===== src/rtl/alu_pkg.sv =====
// -----------------------------------------------------------------------------
// alu_pkg
// Shared definitions for the ALU datapath blocks.
//   WIDTH     : datapath operand width (the ripple adder is fixed at 32 bits)
//   CNT_W     : width of the shift-add iteration counter
//   state_t   : multiplier FSM encoding (IDLE -> CALC -> DONE -> IDLE)
//   add_carry : rebuilds the carry-out of a 32-bit add from the operand and
//               sum MSBs, for adders that do not expose a cout port
// -----------------------------------------------------------------------------
package alu_pkg;

  localparam int WIDTH = 32;
  localparam int CNT_W = 5;

  // Value of the counter during the final (32nd) shift-add iteration.
  localparam logic [CNT_W-1:0] CNT_LAST = 5'd31;

  typedef enum logic [1:0] {
    S_IDLE = 2'd0,
    S_CALC = 2'd1,
    S_DONE = 2'd2
  } state_t;

  // Carry out of the MSB: both operands set, or exactly one set and the sum
  // bit cleared (a carry propagated into bit 31 and out again).
  function automatic logic add_carry(input logic x_msb,
                                     input logic y_msb,
                                     input logic s_msb);
    add_carry = (x_msb & y_msb) | ((x_msb ^ y_msb) & ~s_msb);
  endfunction

endpackage


===== src/rtl/full_adder_32.sv =====
// -----------------------------------------------------------------------------
// full_adder_32
// 32-bit ripple-carry adder built from a chain of single-bit full adders.
// There is deliberately no carry-out port; users derive it from the MSBs.
// Ports:
//   x, y  in  32  addends
//   cin   in   1  carry into bit 0
//   s     out 32  sum (modulo 2^32)
// -----------------------------------------------------------------------------
module full_adder_32 (
  input  logic [31:0] x,
  input  logic [31:0] y,
  input  logic        cin,
  output logic [31:0] s
);

  logic [32:0] carry_s;

  assign carry_s[0] = cin;

  genvar gi;
  generate
    for (gi = 0; gi < 32; gi++) begin : g_bit
      assign s[gi]         = x[gi] ^ y[gi] ^ carry_s[gi];
      assign carry_s[gi+1] = (x[gi] & y[gi]) | (carry_s[gi] & (x[gi] ^ y[gi]));
    end
  endgenerate

  // The final carry is intentionally not exported.
  logic unused_carry_s;
  assign unused_carry_s = carry_s[32];

endmodule


===== src/rtl/mul_shift_add_32.sv =====
// -----------------------------------------------------------------------------
// mul_shift_add_32
// Sequential unsigned 32x32->64 radix-2 shift-add multiplier. One conditional
// add of the multiplicand per clock through a single full_adder_32.
// Parameters:
//   WIDTH      operand width, 32 only
//   ZERO_SKIP  1: a zero operand finishes in one cycle with product 0
// Ports:
//   clk        in   1   rising-edge clock
//   rst        in   1   asynchronous active-high reset
//   in_valid   in   1   operands valid
//   in_ready   out  1   operands accepted (high only in IDLE)
//   a          in  32   multiplicand
//   b          in  32   multiplier
//   out_valid  out  1   product valid (high only in DONE)
//   out_ready  in   1   consumer takes product
//   p          out 64   product (0 outside DONE)
//   busy       out  1   high while iterating
// -----------------------------------------------------------------------------
module mul_shift_add_32 #(
  parameter int WIDTH     = 32,
  parameter int ZERO_SKIP = 1
) (
  input  logic               clk,
  input  logic               rst,
  input  logic               in_valid,
  output logic               in_ready,
  input  logic [WIDTH-1:0]   a,
  input  logic [WIDTH-1:0]   b,
  output logic               out_valid,
  input  logic               out_ready,
  output logic [2*WIDTH-1:0] p,
  output logic               busy
);

  import alu_pkg::*;

  state_t               state_r;
  logic [CNT_W-1:0]     cnt_r;
  logic [2*WIDTH-1:0]   acc_r;
  logic [WIDTH-1:0]     mcand_r;
  logic                 in_ready_r;
  logic                 out_valid_r;
  logic                 busy_r;
  logic [2*WIDTH-1:0]   p_r;

  logic [WIDTH-1:0]     addend_s;
  logic [WIDTH-1:0]     sum_s;
  logic                 carry_s;
  logic [2*WIDTH-1:0]   acc_next_s;
  logic                 zero_op_s;

  // Multiplicand is added only when the current multiplier LSB is set.
  always_comb begin
    addend_s = {WIDTH{1'b0}};
    if (acc_r[0]) begin
      addend_s = mcand_r;
    end else begin
      addend_s = {WIDTH{1'b0}};
    end
  end

  full_adder_32 u_add (
    .x   (acc_r[2*WIDTH-1:WIDTH]),
    .y   (addend_s),
    .cin (1'b0),
    .s   (sum_s)
  );

  // With a zero addend the derived carry is 0, which gives the bypass case.
  assign carry_s    = add_carry(acc_r[2*WIDTH-1], addend_s[WIDTH-1], sum_s[WIDTH-1]);
  assign acc_next_s = {carry_s, sum_s, acc_r[WIDTH-1:1]};
  assign zero_op_s  = (a == {WIDTH{1'b0}}) || (b == {WIDTH{1'b0}});

  // Control FSM, datapath registers and registered handshake outputs.
  always_ff @(posedge clk or posedge rst) begin
    if (rst) begin
      state_r     <= S_IDLE;
      cnt_r       <= {CNT_W{1'b0}};
      acc_r       <= {(2*WIDTH){1'b0}};
      mcand_r     <= {WIDTH{1'b0}};
      in_ready_r  <= 1'b1;
      out_valid_r <= 1'b0;
      busy_r      <= 1'b0;
      p_r         <= {(2*WIDTH){1'b0}};
    end else begin
      case (state_r)
        S_IDLE: begin
          if (in_valid && in_ready_r) begin
            mcand_r    <= a;
            cnt_r      <= {CNT_W{1'b0}};
            in_ready_r <= 1'b0;
            if ((ZERO_SKIP != 0) && zero_op_s) begin
              acc_r       <= {(2*WIDTH){1'b0}};
              state_r     <= S_DONE;
              out_valid_r <= 1'b1;
              p_r         <= {(2*WIDTH){1'b0}};
            end else begin
              acc_r   <= {{WIDTH{1'b0}}, b};
              state_r <= S_CALC;
              busy_r  <= 1'b1;
            end
          end else begin
            in_ready_r <= 1'b1;
          end
        end
        S_CALC: begin
          acc_r <= acc_next_s;
          cnt_r <= cnt_r + CNT_W'(1);
          if (cnt_r == CNT_LAST) begin
            // Final iteration: publish the finished product directly.
            state_r     <= S_DONE;
            busy_r      <= 1'b0;
            out_valid_r <= 1'b1;
            p_r         <= acc_next_s;
          end else begin
            state_r <= S_CALC;
          end
        end
        S_DONE: begin
          if (out_ready) begin
            state_r     <= S_IDLE;
            out_valid_r <= 1'b0;
            p_r         <= {(2*WIDTH){1'b0}};
            in_ready_r  <= 1'b1;
          end else begin
            state_r <= S_DONE;
          end
        end
        default: begin
          state_r     <= S_IDLE;
          in_ready_r  <= 1'b1;
          out_valid_r <= 1'b0;
          busy_r      <= 1'b0;
          p_r         <= {(2*WIDTH){1'b0}};
        end
      endcase
    end
  end

  assign in_ready  = in_ready_r;
  assign out_valid = out_valid_r;
  assign busy      = busy_r;
  assign p         = p_r;

endmodule


===== config.mk =====
export PLATFORM = sky130hd
export DESIGN_NAME = mul_shift_add_32
export DESIGN_NICKNAME = d
export VERILOG_FILES = /design/src/rtl/alu_pkg.sv /design/src/rtl/full_adder_32.sv /design/src/rtl/mul_shift_add_32.sv
export SDC_FILE = /design/constraint.sdc
export NUM_CORES = 1
export LEC_CHECK = 0
export ABC_AREA = 1
export CORE_MARGIN = 2
export CORE_UTILIZATION = 35
export CTS_BUF_LIST = sky130_fd_sc_hd__clkbuf_4
export DETAILED_ROUTE_END_ITERATION = 10
export PLACE_DENSITY = 0.52
export REMOVE_ABC_BUFFERS = 1
export SYNTH_ARGS = -nofsm -noshare
export SYNTH_HDL_FRONTEND = slang
export SYNTH_SLANG_ARGS = --single-unit

===== constraint.sdc =====
create_clock -name clk -period 16.4 [get_ports clk]
set_clock_uncertainty 0.2 [all_clocks]
set_input_delay 2.46 -clock clk [delete_from_list [all_inputs] [get_ports clk]]
set_output_delay 2.46 -clock clk [all_outputs]
set_load 0.005 [all_outputs]

==> results of run 1 <==
-- worst register-to-register path, delay by kind of cell (launching register included) --
kind / cells / cell delay (ns)
adder cells (fa/ha/maj): 31 / 13.08
flip-flops: 1 / 0.38
AND/OR/NAND/NOR: 4 / 0.34
buffers and inverters: 3 / 0.46
-- kinds of logic (layout without fill, tap and decap cells) --
group	Yosys count	in the layout	share of synthesized area, %
buf+inv	164	279	8.47
fa+ha+maj	34	34	7.94
other cells	0	1	0
xor+xnor	1	1	0.106
flops	170	170	51.4
simple gates	460	460	22.6
compound gates	125	125	9.53
-- sequential cells by signal (all words and copies together) (netlist names) --
name	cells
acc_r	64
p	64
mcand_r	32
cnt_r	5
state_r	2
busy	1
in_ready	1
out_valid	1
-- Yosys cell counts --
| cell | count | area (um2) |
|---|---|---|
| clkbuf_1 | 25 | 93.8 |
| o21ai_1 | 14 | 70.1 |
| nand4_1 | 5 | 31.3 |
| dfrtp_1 | 169 | 4230 |
| nor3_4 | 1 | 16.3 |
| a22o_1 | 2 | 17.5 |
| ha_1 | 3 | 37.5 |
| nor2_4 | 1 | 11.3 |
| buf_1 | 5 | 18.8 |
| dfstp_2 | 1 | 26.3 |
| xor2_1 | 1 | 8.76 |
| inv_1 | 100 | 375 |
| buf_6 | 5 | 56.3 |
| nand3_2 | 1 | 10.0 |
| nand3b_1 | 2 | 15.0 |
| nor2_2 | 1 | 6.26 |
| nand2_1 | 280 | 1050 |
| o21ai_0 | 15 | 75.1 |
| and2_1 | 3 | 18.8 |
| a21oi_1 | 2 | 10.0 |
| buf_2 | 15 | 75.1 |
| o21bai_1 | 30 | 225 |
| nor2_1 | 97 | 364 |
| nand2_2 | 1 | 6.26 |
| a32o_1 | 1 | 10.0 |
| nand3_1 | 67 | 335 |
| fa_1 | 31 | 621 |
| or2_2 | 1 | 6.26 |
| buf_4 | 8 | 60.1 |
| inv_2 | 6 | 22.5 |
| o22ai_1 | 61 | 382 |
-- area by class of cell --
| class | instances | area (um2) |
|---|---|---|
| Fill cell | 2403 | 13200 |
| Sequential cell | 170 | 4260 |
| Multi-Input combinational cell | 620 | 3340 |
| Timing Repair Buffer | 141 | 1390 |
| Inverter | 106 | 403 |
| Tap cell | 319 | 399 |
| Clock inverter | 15 | 171 |
| Clock buffer | 17 | 128 |
| Antenna cell | 1 | 2.50 |
-- power by group through the flow --
stage | Combinational [W] | Clock, W | Sequential [W]
after global routing | 0.000979 | 0.000290 | 0.000689
after floorplan | 0.000540 | 0 | 0.000675
after global placement | 0.000853 | 0 | 0.000674
after detailed placement | 0.000859 | 0 | 0.000677
final | 0.000849 | 0.000261 | 0.000667
after CTS | 0.000863 | 0.000273 | 0.000669
-- routing by layer --
metal / global-route usage, % / vias up
met5: 0 / -
met4: 4.63 / 0
met3: 2.57 / 16
met2: 25.4 / 124
met1: 25.3 / 3002
li1: - / 3216
-- stage by stage --
stage | power, W | utilization [%]
detailed placement | 0.00154 | 42.0
CTS | 0.00181 | 43.2
global route | 0.00196 | 43.3
global placement | 0.00153 | 42.0
finish | 0.00178 | 43.3
floorplan | 0.00121 | -
-- worst max path at each step --
stage              from  endpoint  cells past startpoint
2_1_floorplan  acc_r[0]     p[62]                     40
3_3_place_gp   acc_r[0]     p[62]                     38
3_5_place_dp   acc_r[0]     p[62]                     38
4_1_cts        acc_r[0]     p[62]                     38
5_1_grt        acc_r[0]     p[62]                     38
6_report       acc_r[0]     p[62]                     38
==> results.md, run 1 <==
* Clock network fraction of total power at 14.7%
* Ports at 135
* Post-route cell area at 0.0101 mm2
* GR Overflow Total at 0
* Comb pwr share at a little under half
* CTS sink count at 170
* TritonCTS clock tree: yes
* Final nets at 1158
* Int Pwr at 0.00105 W
* Slew @ Worst Pin at 1.19 ns
* Largest net degree at the start of global routing at ~110
* Placed Instances at 1356
* Met2 WL at 8.66 mm
* Leading cell type in the layout, fill and taps excluded: nand2_1
* Routability Congestion at between 0.7 and 0.8
* CP max FO at 32
* Worst-path clk slew at about 0.15 ns
* Vias in the first global route at about 6400
* Pre-antenna DRT Iters at 4
* CTS Buf Count at 17
* Setup WS pre-CTS at 1.71 ns
* Hold endpoint: p[58]
* Final slew viol count at 0
* I/O Buffers at ~130
* Sum Neg Setup Slack at 0 ns
* Placement Rows at 56
* Switching power at 0.000725 W
* Sw Share at about two fifths
* Mapped cell area at between 0.008 and 0.009 mm2
* Worst VDD drop at 84.6 uV
* Most frequent CP cell: fa_1
* Cts-stage hold buffer count at 0
* Mean Syn Cell Area at 8.68 um2
* Ys Warns at 0
* Core area at between 0.02 and 0.025 mm2
* Critical path's slowest cell: fa_1
* Commonest cells after routing, fill and taps aside: nand2_1 (279), dfrtp_1 (169), clkdlybuf4s50_1 (134)
* Share of layout cells above drive strength 1 at a little under 5%
* Post-CTS Resized at 0
* Library cells used by synthesis at 31
* F_max at ~70 MHz
* Routed wire length at ~20 mm
* Worst Setup End Kind: flop
* Required time of the critical path at 16.66 ns
* Antenna violation net count after detailed routing at 0
* Worst setup SP type: flop
* Die span in x at 158 um
* Average wire per standard cell at roughly 14 um
* Area post-placement at 0.00979 mm2
* Antenna violations before repair at 1
* Reg2Reg Launch Point: acc_r[0]
* # DRC at 0
* Final worst slack at between 1.5 and 2 ns
* Area Overhead vs Synth at 21.8%
* Setup violators final at 0
* Fin. Hold Viols at 0
* Outcome: complete, no violations
* Vias at roughly 6400
* Yosys reg bits at 170
* Hpwl dp at 12.5 mm
* Max Used Layer: met4
* Reg2reg setup slack at roughly 1.8 ns
* Max-Cap Viols at 0
* Post-synthesis sequential area ratio at approximately 51%
* Total Routing Usage GR at 16.9%
* H-Tree Depth at 4
* Vias/cell at between 4 and 5
* Max incr delay on CP at ~0.5 ns
* Part of the power in registers at around 38%
* Final worst hold slack at approximately 0.28 ns
* Hold path start: p[58]
* Skew-Pair Late Insertion Delay at 0.55 ns
* DIE HEIGHT at 158 um
* R2R depth at 38
* Cell count after synthesis at about 950
* Crit path max-delay family: adder cells
* Cell Pwr Density at 176 mW/mm2
* Post-CTS setup buffers at 0
* Critical path type: flop to flop
* WL met3 at 824 um
* Relative slew margins at 20.5%
* Fin crit share at roughly nine tenths
* Post-layout min period at roughly 15 ns
* First-pass GRT wire length at around 33 mm
* Hold depth at 2
* Clock Tree Buf Depth at 2
* Total leakage power at around 4.7 nW
* WP data arrival at between 10 and 15 ns
* DRT met1 WL at roughly 10 mm
* Total Die Area at between 0.02 and 0.025 mm2
* Initial Util at between 30% and 40%
* CP Buf/Inv Count at 3
* Post-Layout Cell Count at ~1400
* Hold/Removal Path Class: flop to flop
* RSZ-0062 raised after global routing: false
* R2r endpoint: p[62]
* Root Driver: clkbuf_4
* Iteration-0 DRC count of the detailed router at 296
Power figures use the tool's default switching activity.
==> inputs of run 2 (changes only) <==
--- a/config.mk
+++ b/config.mk
@@ -6,6 +6,7 @@
 export NUM_CORES = 1
 export LEC_CHECK = 0
 export ABC_AREA = 1
+export CORE_ASPECT_RATIO = 0.8
 export CORE_MARGIN = 2
 export CORE_UTILIZATION = 35
 export CTS_BUF_LIST = sky130_fd_sc_hd__clkbuf_4
==> results.md, run 2 (synthesized netlist as in run 1, its figures left out) <==
* Iteration-0 DRC count of the detailed router at between 400 and 500
* Post-CTS Resized at 0
* RSZ-0062 raised after global routing: false
* Total Die Area at 0.0249 mm2
* First-pass GRT wire length at 33.8 mm
* Critical path type: flop to flop
* Final nets at 1158
* Hpwl dp at ~13 mm
* Commonest cells after routing, fill and taps aside: nand2_1 (279), dfrtp_1 (169), clkdlybuf4s50_1 (134)
* Share of layout cells above drive strength 1 at a little over 5%
* Worst setup SP type: flop
* Worst-path clk slew at roughly 0.14 ns
* Max incr delay on CP at roughly 0.51 ns
* CP Buf/Inv Count at 3
* Initial Util at a little over a third
* Total Routing Usage GR at between 15 and 20%
* Final worst hold slack at around 0.28 ns
* Routability Congestion at 0.774
* H-Tree Depth at 4
* Die span in x at roughly 180 um
* CTS Buf Count at 17
* # DRC at 0
* Root Driver: clkbuf_4
* Worst Setup End Kind: flop
* Sum Neg Setup Slack at 0 ns
* CP max FO at 32
* Total leakage power at 4.67 nW
* Cts-stage hold buffer count at 0
* Most frequent CP cell: fa_1
* Antenna violation net count after detailed routing at 0
* Largest net degree at the start of global routing at 110
* Post-layout min period at 14.56 ns
* TritonCTS clock tree: yes
* I/O Buffers at 134
* Vias/cell at between 4 and 5
* Worst VDD drop at 70.4 uV
* Area Overhead vs Synth at 21.6%
* Fin. Hold Viols at 0
* Core area at between 0.02 and 0.025 mm2
* Final slew viol count at 0
* Routed wire length at slightly above 20 mm
* Required time of the critical path at ~17 ns
* Reg2reg setup slack at 1.84 ns
* Average wire per standard cell at 14.9 um
* Fin crit share at between 80% and 90%
* Ports at approximately 140
* Relative slew margins at a little over a fifth
* Slew @ Worst Pin at about 1.2 ns
* DIE HEIGHT at ~140 um
* Vias in the first global route at approximately 6500
* Setup violators final at 0
* Clock Tree Buf Depth at 2
* Critical path's slowest cell: fa_1
* Placement Rows at 50
* # diodes at 0
* Crit path max-delay family: adder cells
* Post-CTS setup buffers at 0
* Leading cell type in the layout, fill and taps excluded: nand2_1
* Max-Cap Viols at 0
* Setup WS pre-CTS at around 1.7 ns
* Hold/Removal Path Class: flop to flop
* Cell Pwr Density at between 150 and 200 mW/mm2
* Final worst slack at roughly 1.8 ns
* Vias at roughly 6500
* Outcome: complete, no violations
* Skew-Pair Late Insertion Delay at 0.57 ns
* GR Overflow Total at 0
* Antenna violations before repair at 0
* CTS sink count at 170
* Pre-antenna DRT Iters at 4
* F_max at a little under 70 MHz
* WP data arrival at ~15 ns
[run 2: tightest hold or removal path: stages, from the launching register on]
cell and delay, ns:
dfrtp_1 0.37, nand2_1 0.05, nand2_1 0.04
[run 2: power breakdown]
part | total, W | leakage, nW | switching (W) | internal [W]
Combinational | 0.000851 | 2.33 | 0.000496 | 0.000354
Clock | 0.000258 | 0.152 | 0.000164 | 0.0000938
Sequential | 0.000668 | 2.19 | 0.0000759 | 0.000592
Total | 0.00178 | 4.67 | 0.000737 | 0.00104
[run 2: layout make-up]
| type | instances | area (um2) |
|---|---|---|
| tap | 312 | 390 |
| fill | 2411 | 13300 |
| timing repair buffer | 141 | 1390 |
| sequential | 170 | 4260 |
| multi-input combinational | 620 | 3340 |
| clock inverter | 15 | 165 |
| inverter | 106 | 403 |
| clock buffer | 17 | 128 |
[run 2: final timing paths]
kind                               end  depth (start not counted)         from
min in group asynchronous        p[36]                          2          rst
min                        mcand_r[30]                          2  mcand_r[30]
max in group asynchronous     cnt_r[2]                          3          rst
max reg2reg                      p[62]                         38     acc_r[0]
max                              p[62]                         38     acc_r[0]
min reg2reg                mcand_r[30]                          2  mcand_r[30]
[run 2: routing by layer]
layer	vias to the layer above	global-route usage, %	routed length (um)
met4	0	3.96	206
met3	14	3.51	905
met2	138	24.9	8400
met1	3128	26.4	11000
met5	-	0	0
li1	3214	-	-
[run 2: through the flow]
stage | power, W | util, % | instances | cell area [um2]
finish | 0.00178 | 43.2 | 1381 | 10100
global route | 0.00195 | 43.2 | 1381 | 10100
CTS | 0.00181 | 43.2 | 1381 | 10100
detailed placement | 0.00154 | 41.9 | 1349 | 9780
global placement | 0.00153 | 41.9 | 1349 | 9780
floorplan | 0.00121 | - | 896 | 7980
